--- config.mk ---
export PLATFORM = sky130hd
export DESIGN_NAME = fpu_issue_ctrl
export DESIGN_NICKNAME = d
export VERILOG_FILES = /design/src/rtl/fpu_issue_ctrl.sv
export SDC_FILE = /design/constraint.sdc
export NUM_CORES = 1
export LEC_CHECK = 0
export ABC_CLOCK_PERIOD_IN_PS = 4450
export CORE_MARGIN = 2
export CORE_UTILIZATION = 45
export CTS_BUF_LIST = sky130_fd_sc_hd__clkbuf_16
export CTS_CLUSTER_SIZE = 20
export DETAILED_ROUTE_END_ITERATION = 10
export DONT_BUFFER_PORTS = 1
export PLACE_DENSITY_LB_ADDON = 0.3
export SLEW_MARGIN = 20
export SYNTH_ARGS = -nofsm -noshare
export SYNTH_HDL_FRONTEND = slang
export SYNTH_SLANG_ARGS = --single-unit
--- constraint.sdc ---
create_clock -name clk -period 4.45 [get_ports clk]
set_input_delay 1.335 -clock clk [delete_from_list [all_inputs] [get_ports clk]]
set_output_delay 1.335 -clock clk [all_outputs]
set_load 0.01 [all_outputs]
--- src/rtl/fpu_issue_ctrl.sv ---
// In-order issue controller for the 4-stage FPU: holds any instruction whose FP source
// register is still in flight, flags unsupported opcodes, and counts stall cycles.
module fpu_issue_ctrl #(
  parameter int unsigned PIPE_DEPTH   = 4,
  parameter logic [31:0] BUBBLE_INSTR = 32'h0000_0000,
  parameter int unsigned CNT_W        = 16
) (
  input  logic             clk,
  input  logic             rst_n,
  input  logic             in_valid,
  input  logic [31:0]      in_instr,
  output logic             in_ready,
  output logic             issue_valid,
  output logic [31:0]      issue_instr,
  output logic             illegal,
  output logic             busy,
  output logic [CNT_W-1:0] stall_cnt
);

  localparam int unsigned RegW   = 5;
  localparam int unsigned InstrW = 32;

  logic [RegW-1:0] rs1_c, rs2_c, rs3_c, rd_c, op_c, funct5_c;
  logic            is_r4_c, is_opfp_c, f5_ok_c, illegal_c;
  logic            use_rs1_c, use_rs2_c, use_rs3_c;
  logic            hazard_c, xfer_c;

  logic [PIPE_DEPTH-1:0]           trk_vld_q, trk_vld_d;
  logic [PIPE_DEPTH-1:0][RegW-1:0] trk_rd_q, trk_rd_d;
  logic                            issue_valid_q, issue_valid_d;
  logic [InstrW-1:0]               issue_instr_q, issue_instr_d;
  logic                            illegal_q, illegal_d;
  logic [CNT_W-1:0]                stall_cnt_q, stall_cnt_d;

  // fmt, rm and the low opcode bits do not affect issue decisions
  logic unused_instr_bits;
  assign unused_instr_bits = ^{in_instr[26:25], in_instr[14:12], in_instr[3:0]};

  // Field extraction and source-usage decode
  always_comb begin
    rs1_c     = in_instr[19:15];
    rs2_c     = in_instr[24:20];
    rs3_c     = in_instr[31:27];
    rd_c      = in_instr[11:7];
    op_c      = in_instr[6:2];
    funct5_c  = in_instr[31:27];
    is_r4_c   = (op_c[4:2] == 3'b100);
    is_opfp_c = (op_c[4:2] == 3'b101);
    use_rs1_c = 1'b0;
    use_rs2_c = 1'b0;
    use_rs3_c = 1'b0;
    f5_ok_c   = 1'b0;

    case (funct5_c)
      5'b00000, 5'b00001, 5'b00010, 5'b00011, 5'b00100, 5'b00101,
      5'b01011, 5'b10100, 5'b11000, 5'b11010, 5'b11100, 5'b11110: f5_ok_c = 1'b1;
      default: f5_ok_c = 1'b0;
    endcase

    if (is_r4_c) begin
      use_rs1_c = 1'b1;
      use_rs2_c = 1'b1;
      use_rs3_c = 1'b1;
    end else if (is_opfp_c) begin
      use_rs1_c = 1'b1;
      use_rs2_c = 1'b1;
      case (funct5_c)
        5'b01011, 5'b11100, 5'b11000: use_rs2_c = 1'b0;
        5'b11010, 5'b11110: begin
          use_rs1_c = 1'b0;
          use_rs2_c = 1'b0;
        end
        default: ;
      endcase
    end

    illegal_c = ~(is_r4_c | (is_opfp_c & f5_ok_c));
  end

  // RAW check against every destination still in flight (f0 included)
  always_comb begin
    hazard_c = 1'b0;
    for (int unsigned i = 0; i < PIPE_DEPTH; i++) begin
      if (trk_vld_q[i] &&
          ((use_rs1_c && (rs1_c == trk_rd_q[i])) ||
           (use_rs2_c && (rs2_c == trk_rd_q[i])) ||
           (use_rs3_c && (rs3_c == trk_rd_q[i])))) begin
        hazard_c = 1'b1;
      end
    end
  end

  assign in_ready = ~hazard_c | ~in_valid;
  assign xfer_c   = in_valid & in_ready;

  // Next-state: issue register, tracker shift and saturating stall counter
  always_comb begin
    issue_valid_d = xfer_c;
    issue_instr_d = xfer_c ? in_instr : BUBBLE_INSTR;
    illegal_d     = xfer_c & illegal_c;
    trk_vld_d     = {trk_vld_q[PIPE_DEPTH-2:0], xfer_c & ~illegal_c};
    trk_rd_d      = {trk_rd_q[PIPE_DEPTH-2:0], rd_c};
    stall_cnt_d   = stall_cnt_q;
    if (in_valid && hazard_c && !(&stall_cnt_q)) begin
      stall_cnt_d = stall_cnt_q + CNT_W'(1);
    end
  end

  always_ff @(posedge clk or negedge rst_n) begin
    if (!rst_n) begin
      issue_valid_q <= 1'b0;
      issue_instr_q <= BUBBLE_INSTR;
      illegal_q     <= 1'b0;
      trk_vld_q     <= '0;
      trk_rd_q      <= '0;
      stall_cnt_q   <= '0;
    end else begin
      issue_valid_q <= issue_valid_d;
      issue_instr_q <= issue_instr_d;
      illegal_q     <= illegal_d;
      trk_vld_q     <= trk_vld_d;
      trk_rd_q      <= trk_rd_d;
      stall_cnt_q   <= stall_cnt_d;
    end
  end

  assign issue_valid = issue_valid_q;
  assign issue_instr = issue_instr_q;
  assign illegal     = illegal_q;
  assign busy        = |trk_vld_q;
  assign stall_cnt   = stall_cnt_q;

endmodule

* Word-level counts from Yosys, hierarchy flattened
Memory sizes are Yosys's and may differ from the RTL's.
Index checks and enable logic that the tools add are counted.
** Storage, ports and cells
- Register bits :: 74
- Latch bits :: 0
- RAM bits :: 0
- Bits in read-only memories :: 32
- Input port bits :: 35
- Output and inout port bits :: 52
- Word-level logic and storage cells :: 82
- Memories kept :: 1
** Operators by class
- Add/subtract/negate cells :: 1
- Multiply operators :: 0
- Divide/modulo/power cells :: 0
- $lt $le $gt $ge :: 0
- Equal/unequal tests :: 19
- Shifts and indexed selects :: 0
- Multiplexer cells :: 12
- Bitwise operators :: 9
- Reductions and logical operators :: 31
** Memory list
- (no name shown) :: depth 32, width 1, read ports 1, clocked after memory_dff 0, write ports 0, RTL line 54 : case (funct5_c)
** Operators by type and width (count)
- equality test 5 bit :: 12
- two-way mux 32 bit :: 1
- equality test 5 bit (second input constant) :: 4
- logical AND 1 bit :: 18
- adder 16 x 1 -> 16 bit (second input constant) :: 1
- AND reduction 16 bit :: 1
- two-way mux 1 bit :: 11
- logical OR 1 bit :: 8
- equality test 3 bit (second input constant) :: 2
- equality test 5 x 4 -> 1 bit (second input constant) :: 1
- OR reduction 5 bit :: 1
- bitwise AND 1 bit :: 4
- OR reduction 4 bit :: 1
- NOT 1 bit :: 3
- OR 1 bit :: 2
- OR reduction 2 bit :: 1
- logical NOT 1 bit :: 1

* Depth between registers and ports, before layout
Gate-level depths: netlist of run 1.
- Depth in word-level cells :: 17
- Mapped depth :: 9
- Mapped depth without buffers :: 7

* Worst setup path after synthesis of run 1
OpenSTA, ideal clock, no wires.
- Path type :: input port to output port
- From :: input in_instr[31]
- To :: output in_ready
- Arrival :: 2.876 ns
- Required time :: 3.115 ns
- Path slack :: 0.239 ns
- Stages on the path :: 7
- Path through :: buf_2 nor2b_1 a31o_2 a31oi_1 a222oi_1 clkbuf_1 nand2b_1
** Between the ends
- Cells in the longest elaborated chain, start to end :: 15
- Elaborated cells on any way between the ends :: 47
** RTL lines
- start: declaration :: RTL line 11 : input logic [31:0] in_instr,
- equality test 5 bit or equality test 5 x 4 -> 1 bit (tied branches) :: RTL line 67 : case (funct5_c)
- OR reduction 5 bit (no source line) or OR reduction 2 bit (tied branches)
- two-way mux 1 bit :: RTL line 67
- two-way mux 1 bit :: RTL line 64 : end else if (is_opfp_c) begin
- two-way mux 1 bit :: RTL line 60 : if (is_r4_c) begin
- logical AND 1 bit (on tied branches) :: RTL line 86, 85
- logical OR 1 bit :: RTL line 85 : ((use_rs1_c && (rs1_c == trk_rd_q[i])) ||
- logical OR 1 bit :: RTL line 86 : (use_rs2_c && (rs2_c == trk_rd_q[i])) ||
- logical AND 1 bit :: RTL line 84 : if (trk_vld_q[i] &&
- two-way mux 1 bit (3 in series) :: RTL line 84
- two-way mux 1 bit * :: RTL line 84
- NOT 1 bit * :: RTL line 93 : assign in_ready = ~hazard_c | ~in_valid;
- OR 1 bit * :: RTL line 93
- end: declaration :: RTL line 12 : output logic in_ready,
Every way passes the cells marked *; elsewhere a longest branch is shown, timed or not.

* Final worst setup path of run 1
- From :: input in_instr[16]
- To :: output in_ready
** Between the ends
- Cells in the longest elaborated chain, start to end :: 11
- Elaborated cells on any way between the ends :: 26
** RTL lines (RTL line)
- equality test 5 bit :: 85
- logical AND 1 bit :: 85
- logical OR 1 bit :: 85
- logical OR 1 bit :: 86
- logical AND 1 bit :: 84
- two-way mux 1 bit (3 in series) :: 84
- two-way mux 1 bit * :: 84
- NOT 1 bit * :: 93
- OR 1 bit * :: 93
Marks and branches as above.

==> qor.yml, run 1 <==
layout:
  final.fill_count: 662
  final_cell_mix: "dfrtp_1, xor2_1, and3_1, nand3_1, nor4_1"
  final_common_cell: "dfrtp_1"
  stdcell_area_sq_um: 3660
  area_delta_synth_final_pct: 9.75
  fin_util_pct: 50.8
  n_antenna_cell: 0
  drive_gt1_share_pct: 5.99
  nets: 316
sta:
  worstMarginPinSlew_ps: 469
  rsz0062_at_grt: "false"
  fin_crit_sh_pct: 85.8
  hold_viol: 0
  clock_skew_ps: 7.12
  setup_violations: 0
  setup_tns_ps: 0
  maxSlewHeadroom_pct: 68.7
  clock.fmax_mhz: 262
  fin_crit_ps: 3820
  maxSlewViolCount: 0
synth:
  synthArstFlopShare_pct: 100
  synth-edff-count: 0
  syn_area_per_cell_sq_um: 11.4
  syn-num-nets: 329
  ys_ff_latch: 74
  yosys.area.top_type: "dfrtp_1"
  ys_seq_area_share_pct: 55.5
  yosys_warnings: 0
  synth_ff_type: "dfrtp_1"
  syn_inst: 293
  synth_top_area_share_pct: 55.5
  syn_area_sq_um: 3340
  ys_top_cells_by_area: "dfrtp_1, xor2_1, and3_1, xnor2_1, nor4_1"
  yosysUniqueCellTypes: 29
detailed_routing:
  routed_wl_um: 7310
  vias: 2111
  drt_iter0_markers: 122
  viasPerCell: 5.51
  first_pass_iters: 4
  drc_errors: 0
  ant_nets: 0
  routedWlPerCell_um: 19.1
global_routing:
  grt_usage_pct: 19.4
  grt_max_degree: 75
  antenna_found_initial: 0
  grt_pass1_vias: 2202
  grt-ovfl-total: 0
  grt_pass1_wl_um: 12200
floorplan:
  die_h_um: 90.1
  dieArea_sq_um: 8120
  die_w_um: 90.1
  top_level_ports: 87
  core_region_area_sq_um: 7210
  row_count: 31
  initial_core_util_pct: 46.3
power:
  power_leakage_nw: 1.75
  peakVddDrop_mv: 0.205
  power.density_nw_per_um2: 423
  finalPower_mw: 1.55
place:
  hpwl_um: 5080
  gp_congestion: 0.914
  io_buffer_count: 0
  placed_area_sq_um: 3350
clock_tree:
  clk_latency_ps: 330
  cts_made_buffers: 9
  path_clk_slew_ps: 50
  cts_hold_buf: 0
  clockBufferDepth: 2
  h-tree-depth: 3
  post_cts_buffers: 0
  cts_tree: "done"
  cts_sinks: 74
  cts-root-buf: "clkbuf_16"
  cts_resized: 0
hold_path:
  hold_start: "trk_vld_q[1]"
  holdCritPathClass: "flip-flop to flip-flop"
worst_setup_path:
  cp-start-kind: "input port"
  endpoint_kind: "output pin"
  r2r_start: "trk_rd_d[6]"
  path_class: "input port to output pin"
  cp-startpoint: "in_instr[16]"
  worstPathArrival_ps: 2480
  crit_required_ps: 3120
  crit_fanout: 5
status:
  status: "finished clean"
run:
  cap_viol_max_count: 0
## through the flow
step,cells,setup slack (ps),hold WS (ps)
final,383,631,481
after global routing,383,492,494
after CTS,383,601,490
after detailed placement,368,610,477
after global placement,368,618,477
after floorplan,293,239,405
## synthesized netlist by cell type (3+ instances only)
master / instances
and3_1: 36
buf_2: 16
clkbuf_1: 9
dfrtp_1: 74
nand2_1: 9
nand3_1: 17
nand4_1: 5
nor2_1: 4
nor2b_1: 3
nor3_1: 8
nor4_1: 15
or3_1: 3
xnor2_1: 12
xor2_1: 62
## cell families after synthesis
kind of cell	share of synthesized area [%]
xor+xnor	19.4
mux	0.337
simple gates	18.7
compound gates	2.14
buf+inv	3.52
fa+ha+maj	0.375
flops	55.5
## final timing paths
check	cells after the start	to	slack, ps
max in group asynchronous	0	trk_rd_d[8]	3640
hold reg to reg	0	trk_vld_q[2]	480
min in group asynchronous	0	issue_instr[19]	700
setup / recovery	6	in_ready	630
setup reg to reg	8	stall_cnt[1]	1970
hold / removal	0	trk_vld_q[2]	480
## power breakdown
part           internal, mW  leakage [nW]  switching, mW  total [mW]
clock network         0.484         0.153          0.256       0.739
registers             0.704         0.942         0.0384       0.742
logic                0.0409         0.659         0.0285      0.0695
total                  1.23          1.75          0.322        1.55
## per-layer routing
layer | vias up | part of all wire, % | track usage, %
li1 | 975 | - | -
met1 | 1059 | 45 | 25.9
met2 | 68 | 46 | 29.3
met3 | 9 | 6.9 | 6.04
met4 | 0 | 1.8 | 8.46
met5 | - | 0 | 0
## critical path, stage by stage
cell,delay (ps)
xor2_1,180
nor4_1,100
nand3_1,90
nand4_1,90
a222oi_1,460
nand2b_1,230
## state kept, by name (all words and copies together) (netlist names)
register,flops
trk_rd_d,15
illegal,1
issue_valid,1
stall_cnt,16
issue_instr,32
trk_vld_q,4
trk_rd_q,5
## cell type report
type                    count  area, sq um  share of cell area [%]
multi-input cells         193         1370                    37.3
clock inverters             6         82.6                    2.25
inverters                   1         3.75                   0.102
clock buffers               9          225                    6.15
well taps                  99          124                    3.38
flip-flops and latches     74         1850                    50.6
repair buffers              1         7.51                   0.205
No activity file was read; power rests on OpenSTA's default activity.
==> inputs of run 2 (changes only) <==
--- a/config.mk
+++ b/config.mk
@@ -12,7 +12,6 @@
 export CTS_CLUSTER_SIZE = 20
 export DETAILED_ROUTE_END_ITERATION = 10
 export DONT_BUFFER_PORTS = 1
-export PLACE_DENSITY_LB_ADDON = 0.3
 export SLEW_MARGIN = 20
 export SYNTH_ARGS = -nofsm -noshare
 export SYNTH_HDL_FRONTEND = slang
==> qor.yml, run 2 (synthesized netlist as in run 1, its figures left out) <==
status:
  status: "finished clean"
layout:
  final_cell_mix: "dfrtp_1, xor2_1, and3_1, nand3_1, nor4_1"
  area_delta_synth_final_pct: 8.02
  drive_gt1_share_pct: 5.30  # -0.69 points
  largest_register_ffs: 32  # unchanged
  fin_util_pct: 50.0  # -0.80 points
  n_antenna_cell: 0  # unchanged
  nets: 316  # unchanged
  final_common_cell: "dfrtp_1"
floorplan:
  dieArea_sq_um: 8120  # unchanged
  die_h_um: 90.1  # unchanged
  die_w_um: 90.1  # unchanged
  top_level_ports: 87  # unchanged
  initial_core_util_pct: 46.3  # unchanged
  row_count: 31  # unchanged
  core_region_area_sq_um: 7210  # unchanged
global_routing:
  grt_usage_pct: 19.0  # -0.39 points
  grt_pass1_vias: 2195  # -0.32%
  grt-ovfl-total: 0  # unchanged
  grt_pass1_wl_um: 12000  # -1.4%
  grt_max_degree: 75  # unchanged
  antenna_found_initial: 0  # unchanged
sta:
  worstMarginPinSlew_ps: 496  # +27.3 ps
  maxSlewViolCount: 0  # unchanged
  fin_crit_sh_pct: 85.1  # -0.72 points
  clock.fmax_mhz: 264  # +0.84%
  fin_crit_ps: 3790  # -31.9 ps
  rsz0062_at_grt: "false"
  setup_violations: 0  # unchanged
  hold_viol: 0  # unchanged
  maxSlewHeadroom_pct: 66.9  # -1.8 points
  worst_slack_ps: 663  # +31.9 ps
  setup_tns_ps: 0  # unchanged
  clock_skew_ps: 5.35  # -1.77 ps
clock_tree:
  cts_tree: "done"
  path_clk_slew_ps: 50  # about the same
  cts_hold_buf: 0  # unchanged
  cts-root-buf: "clkbuf_16"
  h-tree-depth: 3  # unchanged
  post_cts_buffers: 0  # unchanged
  cts_made_buffers: 9  # unchanged
  clk_latency_ps: 320  # about the same
  cts_sinks: 74  # unchanged
  clockBufferDepth: 2  # unchanged
  cts_resized: 0  # unchanged
detailed_routing:
  routedWlPerCell_um: 18.8  # -1.4%
  routed_wl_um: 7190  # -1.7%
  ant_nets: 0  # unchanged
  drc_errors: 0  # unchanged
  viasPerCell: 5.52  # +0.12%
  vias: 2108  # -0.14%
  drt_iter0_markers: 104  # -15%
  first_pass_iters: 4  # unchanged
worst_setup_path:
  reg2regPathDepth: 8  # unchanged
  crit_fanout: 5  # unchanged
  slowest_delay_ps: 380  # -80 ps
  worstPathArrival_ps: 2450  # -30 ps
  path_class: "input port to output pin"
  cp-start-kind: "input port"
  crit_chain: "xor2_1, nor4_1, nand3_1, nand4_1, a222oi_1, nand2b_1"
  crit_required_ps: 3120  # about the same
  endpoint_kind: "output pin"
  crit_path_top_delay_cell: "nor4_1"
hold_path:
  whs_path_depth: 0  # unchanged
  holdCritPathClass: "flip-flop to flip-flop"
place:
  io_buffer_count: 0  # unchanged
  gp_congestion: 0.854  # -6.6%
  post-place-ws_ps: 622  # +12.8 ps
  hpwl_um: 5000  # -1.7%
power:
  peakVddDrop_mv: 0.217  # +6.0%
  power_leakage_nw: 1.73  # -1.5%
  power.density_nw_per_um2: 397  # -6.2%
run:
  cap_viol_max_count: 0  # unchanged
==> run 2: cell count changes in the layout (fill, tap and decap cells not counted), sizes merged <==
cell      change
bufinv        -2
inv           +1
clkinv        -1
clkinvlp      +1
==> run 2: metrics by stage <==
step | instances | power, mW | hold slack, ps | instance area (sq um)
after floorplan | 293 | 0.826 | 405 | 3340
after global placement | 368 | 0.825 | 458 | 3350
after detailed placement | 368 | 0.826 | 452 | 3350
after CTS | 382 | 1.45 | 462 | 3600
after global routing | 382 | 1.50 | 477 | 3600
final | 382 | 1.43 | 467 | 3600
==> run 2: final timing paths <==
kind	slack, ps	to	startpoint
setup / recovery	660	in_ready	in_instr[18]
hold / removal	470	trk_vld_q[3]	trk_vld_q[2]
setup reg to reg	2040	stall_cnt[1]	trk_rd_d[13]
hold reg to reg	470	trk_vld_q[3]	trk_vld_q[2]
max in group asynchronous	3600	trk_rd_q[18]	rst_n
min in group asynchronous	710	issue_instr[19]	rst_n
==> run 2: routing by layer <==
| layer | track usage, % | vias to the layer above | part of all wire [%] | routed length, um |
|---|---|---|---|---|
| met4 | 6.92 | 0 | 0.83 | 60 |
| met5 | 0 | - | 0 | 0 |
| met1 | 26.5 | 1045 | 45 | 3220 |
| met3 | 6.04 | 4 | 8.0 | 573 |
| met2 | 27.9 | 87 | 46 | 3330 |
| li1 | - | 972 | - | - |
==> run 2: critical path: cells and delay by family <==
kind            cells  cell delay, ps
simple gates        4             850
xor+xnor            1             150
compound gates      1             120
==> run 2: cell type report <==
| class | instances | area (sq um) |
|---|---|---|
| clock buffers | 9 | 225 |
| clock inverters | 5 | 25.0 |
| fillers | 693 | 3610 |
| inverters | 1 | 3.75 |
| multi-input cells | 193 | 1370 |
| flip-flops and latches | 74 | 1850 |
| well taps | 99 | 124 |
| repair buffers | 1 | 7.51 |
==> run 2: where the power goes <==
group	leakage [nW]	switching [mW]	total (mW)	internal, mW
registers	0.942	0.0385	0.742	0.704
logic	0.659	0.0294	0.0704	0.0410
clock network	0.126	0.254	0.619	0.364
==> inputs of run 3 (changes only) <==
--- a/config.mk
+++ b/config.mk
@@ -9,6 +9,7 @@
 export CORE_MARGIN = 2
 export CORE_UTILIZATION = 45
 export CTS_BUF_LIST = sky130_fd_sc_hd__clkbuf_16
+export CTS_CLUSTER_DIAMETER = 120
 export CTS_CLUSTER_SIZE = 20
 export DETAILED_ROUTE_END_ITERATION = 10
 export DONT_BUFFER_PORTS = 1
==> results of run 3 <==
No change in the layout: final DEF, timing and power equal those of run 2.
